$ cat src/rtl/watch_cnt.sv
// -----------------------------------------------------------------------------
// watch_cnt -- stopwatch time base and MM:SS.t BCD counter.
//
// A prescaler divides CLK by TICK_DIV to make a 0.1 s tick. Each tick advances
// a five-digit BCD count (M M : S S . t) that wraps 59:59.9 -> 00:00.0 and
// pulses ROLLOVER for that one cycle. The digits move on the tick edge itself.
//
// Optional feature (macro WATCH_LAP_EN): a set of display registers that follow
// the live count while LAP=0 and freeze while LAP=1. The live count keeps
// running underneath. Without the macro the outputs are the live count
// registers and LAP is ignored.
//
// Parameters
//   TICK_DIV  CLK cycles per 0.1 s tick, 2..2^20
// Ports
//   CLK       sole clock, rising edge
//   RESET_N   asynchronous active-low reset
//   CLKEN     count enable (synchronous, registered upstream)
//   RST       synchronous clear, overrides CLKEN and LAP
//   LAP       display hold request (used only with WATCH_LAP_EN)
//   TENTHS, SEC_ONES, SEC_TENS, MIN_ONES, MIN_TENS   BCD digits, registered
//   ROLLOVER  one-cycle pulse on the 59:59.9 -> 00:00.0 wrap, registered
// -----------------------------------------------------------------------------
module watch_cnt #(
  parameter int TICK_DIV = 100000
) (
  input  logic       CLK,
  input  logic       RESET_N,
  input  logic       CLKEN,
  input  logic       RST,
  input  logic       LAP,
  output logic [3:0] TENTHS,
  output logic [3:0] SEC_ONES,
  output logic [2:0] SEC_TENS,
  output logic [3:0] MIN_ONES,
  output logic [2:0] MIN_TENS,
  output logic       ROLLOVER
);

  localparam int            PW         = $clog2(TICK_DIV);
  localparam logic [PW-1:0] PRESC_LAST = PW'(TICK_DIV - 1);

  typedef struct packed {
    logic [2:0] min_tens;
    logic [3:0] min_ones;
    logic [2:0] sec_tens;
    logic [3:0] sec_ones;
    logic [3:0] tenths;
  } time_t;

  // Last count before the wrap: 59:59.9.
  localparam time_t WRAP_VAL = '{min_tens: 3'd5, min_ones: 4'd9,
                                 sec_tens: 3'd5, sec_ones: 4'd9, tenths: 4'd9};

  logic [PW-1:0] presc, presc_d;
  time_t         cnt, cnt_d;
  logic          roll, roll_d;
  time_t         shown;

  // Next-state logic. The digits use next values directly so that they
  // change on the tick edge with no extra pipeline stage.
  always_comb begin
    // NOTE: every variable gets a default before any branch, so no path
    // leaves one unassigned and no latch is inferred.
    presc_d = presc;
    cnt_d   = cnt;
    roll_d  = 1'b0;
    if (RST) begin
      presc_d = '0;
      cnt_d   = '0;
    end else if (CLKEN) begin
      if (presc != PRESC_LAST) begin
        presc_d = presc + 1'b1;
      end else begin
        presc_d = '0;
        roll_d  = (cnt == WRAP_VAL);
        // Ripple carry through the digits; each stage only moves when all
        // lower stages are at their maximum.
        if (cnt.tenths != 4'd9) begin
          cnt_d.tenths = cnt.tenths + 4'd1;
        end else begin
          cnt_d.tenths = '0;
          if (cnt.sec_ones != 4'd9) begin
            cnt_d.sec_ones = cnt.sec_ones + 4'd1;
          end else begin
            cnt_d.sec_ones = '0;
            if (cnt.sec_tens != 3'd5) begin
              cnt_d.sec_tens = cnt.sec_tens + 3'd1;
            end else begin
              cnt_d.sec_tens = '0;
              if (cnt.min_ones != 4'd9) begin
                cnt_d.min_ones = cnt.min_ones + 4'd1;
              end else begin
                cnt_d.min_ones = '0;
                cnt_d.min_tens = (cnt.min_tens == 3'd5) ? 3'd0
                                                        : cnt.min_tens + 3'd1;
              end
            end
          end
        end
      end
    end
  end

  always_ff @(posedge CLK or negedge RESET_N) begin
    if (!RESET_N) begin
      presc <= '0;
      cnt   <= '0;
      roll  <= 1'b0;
    end else begin
      // NOTE: state registers use non-blocking assignment so every register
      // samples values from before the edge, independent of statement order.
      presc <= presc_d;
      cnt   <= cnt_d;
      roll  <= roll_d;
    end
  end

`ifdef WATCH_LAP_EN
  // Display copy of the count. It loads the same next value as the live
  // registers, so with LAP=0 it is identical to the live count. RST clears it
  // even while LAP is held.
  time_t disp;

  always_ff @(posedge CLK or negedge RESET_N) begin
    if (!RESET_N) begin
      disp <= '0;
    end else if (RST || !LAP) begin
      disp <= cnt_d;
    end
  end

  assign shown = disp;
`else
  logic unused_lap;
  assign unused_lap = LAP;
  assign shown      = cnt;
`endif

  assign TENTHS   = shown.tenths;
  assign SEC_ONES = shown.sec_ones;
  assign SEC_TENS = shown.sec_tens;
  assign MIN_ONES = shown.min_ones;
  assign MIN_TENS = shown.min_tens;
  assign ROLLOVER = roll;

endmodule

$ cat config.mk
export PLATFORM = sky130hd
export DESIGN_NAME = watch_cnt
export DESIGN_NICKNAME = d
export VERILOG_FILES = /design/src/rtl/watch_cnt.sv
export SDC_FILE = /design/constraint.sdc
export NUM_CORES = 1
export LEC_CHECK = 0
export BUFFER_PORTS_ARGS = -buffer_cell sky130_fd_sc_hd__buf_2
export CORE_MARGIN = 5
export CORE_UTILIZATION = 40
export DETAILED_ROUTE_END_ITERATION = 8
export SLEW_MARGIN = 20
export SYNTH_ARGS = -nofsm -noshare
export SYNTH_HDL_FRONTEND = slang
export SYNTH_SLANG_ARGS = --single-unit
$ cat constraint.sdc
create_clock -name CLK -period 3 [get_ports CLK]
set_clock_uncertainty 0.05 [all_clocks]
set_input_delay 0.3 -clock CLK [delete_from_list [all_inputs] [get_ports CLK]]
set_output_delay 0.3 -clock CLK [all_outputs]
set_load 0.1 [all_outputs]
==> reports/results.tsv <==
stage	metric	value	unit
grt	grt_pass1_wl	8530	um
power	clkPwrFrac	53.5	%
critical_path	path_cells	or4_4 -> or4_1 -> buf_4 -> or4_1 -> a21oi_1	
clock_network	cts_buffers	5	
clock_network	cts_tree	yes	
clock_network	cts_num_sinks	36	
place	dp_hpwl	3270	um
critical_path	startpoint_type	flip-flop	
place	dp_cells	318	
power	switching_share	19.6	%
routing	drc	0	
floorplanning	rows	26	
logic_synthesis	synth_area_leader_cell	dfrtp_1	
clock_network	postCtsHoldBufs	0	
final_layout	nFillCells	506	
logic_synthesis	synthArstFlopShare	100	%
routing	drt_iter0_drc	90	
logic_synthesis	ys_seq_area_share	41.9	%
clock_network	post_cts_buffers	0	
logic_synthesis	synth_edf_count	0	
routing	num_vias	1844	
final_layout	fin_util	47.8	%
routing	drtAntennaViolNets	0	
clock_network	worstSkewPairLatency	0.30	ns
place	place_worst_setup_slack	0.521	ns
routing	drt_pass1_iterations	4	
final_layout	instances_no_fill	326	
place	dpl-instance-area	2310	sq um
critical_path	crit_type	flip-flop to flip-flop	
final_layout	insertedDiodeCount	0	
sta	min_period	2.49	ns
floorplanning	fp.coreArea	5170	sq um
sta	setup_tns	0	ns
logic_synthesis	synthTopCellsByArea	dfrtp_1 42%, or4_1 4.9%, ha_1 4.1%	
critical_path	crit_start	presc[13]$_DFFE_PN0P_	
power	p_int	910	uW
final_layout	fin_nets	267	
grt	grt_pass1_vias	1804	
sta	tightestPinTransition	0.819	ns
sta	final-hold-violation-count	0	
clock_network	htreeDepth	2	
critical_path	end_kind	flip-flop	
sta	fmax	0.402	GHz
critical_path	max_stage_delay	0.57	ns
sta	timing.slew.headroom	45.4	%
logic_synthesis	avgSynthCellArea	9.14	sq um
critical_path	critPathMaxFanout	15	
clock_network	path_clk_slew	0.08	ns
power	totalPowerFinal	1.13	mW
logic_synthesis	synth_top_cell_area_share	41.9	%
grt	grt_usage	14.8	%
sta	post-route-period-util	82.9	%
sta	rsz0062_at_grt	no	
sta	setup_viol	0	
critical_path	crit_required	3.17	ns
logic_synthesis	netlist_instances	235	
final_layout	syn_to_final_growth	15.1	%
logic_synthesis	yosys_most_used_dff	dfrtp_1	
floorplanning	die-area	6940	sq um
hold_path	hp-class	input port to async pin	
final_layout	final_area	2470	sq um
logic_synthesis	syn_nets	247	
logic_synthesis	syn_area	2150	sq um
clock_network	cts_resized	0	
grt	grt_max_degree	37	
sta	whs	0.0392	ns
power	combPwrFrac	3.1	%
grt	grt.overflow.total	0	
final_layout	final_cell_mix	36 x dfrtp_1, 22 x buf_2, 18 x nor2_1	
power	p_seq_share	43.3	%
routing	viasPerCell	5.66	
final_layout	drive_gt1_share	16.8	%
logic_synthesis	yosysWarnings	0	
routing	detail_route.wl_per_cell	14.6	um
critical_path	cp.arrival	2.66	ns
routing	drt-total-wl	4770	um
critical_path	slowest_stage	or4_4	
critical_path	cpMostUsedCell	or4_1	
job	cap_viol_max_count	0	
grt	antenna_found_initial	0	
place	gp_congestion	0.743	
logic_synthesis	ys_types	46	
power	power_density	458	nW/um^2
floorplanning	pin_count	24	
place	port_buffers	22	
floorplanning	dieHeight	83.3	um
sta	drv_slew	0	
critical_path	worstReg2RegStart	presc[13]$_DFFE_PN0P_	
power	peakVddDrop	0.000182	V
floorplanning	fp.dieW	83.3	um
outcome	outcome	completed	
logic_synthesis	synth-seq-cells	36	
final_layout	layout_commonest_cell	dfrtp_1	
power	p_switching	222	uW
sta	fin_ws	0.513	ns
clock_network	clockRootBuffer	clkbuf_8	
floorplanning	initial_core_util	41.5	%
power	leakage	1.01	nW
clock_network	clk_path_buf_depth	2	
[sequential cells by signal, indices dropped and copies added (netlist names)]
register	cells
TENTHS	4
SEC_TENS	3
MIN_TENS	3
ROLLOVER	1
presc	17
MIN_ONES	4
SEC_ONES	4
[logic make-up (layout without fill, tap and decap cells)]
group / count (synthesis) / after routing / synth area share (%)
and+or+nand+nor: 108 / 108 / 29.8
AOI/OAI and AO/OA: 46 / 46 / 13.3
DFF: 36 / 36 / 41.9
buffers and inverters: 23 / 44 / 4.43
xor gates and xnor gates: 11 / 11 / 4.48
adders and majority gates: 7 / 7 / 4.08
muxes: 4 / 4 / 1.98
[path summary, 6_finish.rpt]
kind                       slack [ns]  cells after the start                 endpoint
max                              0.51                      5  MIN_ONES[1]$_DFFE_PN0P_
min                              0.04                      1       ROLLOVER$_DFF_PN0_
max reg2reg                      0.51                      5  MIN_ONES[1]$_DFFE_PN0P_
min reg2reg                      0.53                      2    presc[11]$_DFFE_PN0P_
max in group asynchronous        2.34                      1    presc[14]$_DFFE_PN0P_
min in group CLK                 0.36                      3  SEC_ONES[3]$_DFFE_PN0P_
[worst max-delay path: cells and delay by family (launching register included)]
family                 cells  cell delay [ns]
AOI/OAI and AO/OA          1             0.15
buffers and inverters      1             0.20
DFF                        1             0.44
and+or+nand+nor            3             1.57
[layer usage]
metal	wire, um	part of all wire (%)	GRT usage [%]
met1	2300	48	19.1
met2	2220	46	23.8
met3	204	4.3	3.86
met4	59	1.2	5.35
met5	0	0	0
[synth_stat cells (9+ instances only)]
cell,count
a21oi_1,16
or4_1,14
inv_1,11
o21ai_0,13
nand3_1,9
clkbuf_1,10
nor2_1,18
nor3_1,9
nand4_1,12
nand2_1,11
dfrtp_1,36
[power by group through the flow]
stage,sequential (mW),combinational (mW),clock [mW]
3_5_place_dp,0.501,0.0364,0
6_report,0.491,0.0354,0.606
5_1_grt,0.491,0.0405,0.639
2_1_floorplan,0.499,0.0199,0
3_3_place_gp,0.501,0.0362,0
4_1_cts,0.491,0.0365,0.618
[area by class of cell]
| class | count | area, sq um | share of cell area (%) |
|---|---|---|---|
| multi-input cells | 176 | 1150 | 46.6 |
| flip-flops and latches | 36 | 901 | 36.4 |
| repair buffers | 25 | 133 | 5.36 |
| clock inverters | 3 | 90.1 | 3.64 |
| well taps | 70 | 87.6 | 3.54 |
| clock buffers | 5 | 68.8 | 2.78 |
| inverters | 11 | 41.3 | 1.67 |
(Power assumes the default switching activity.)
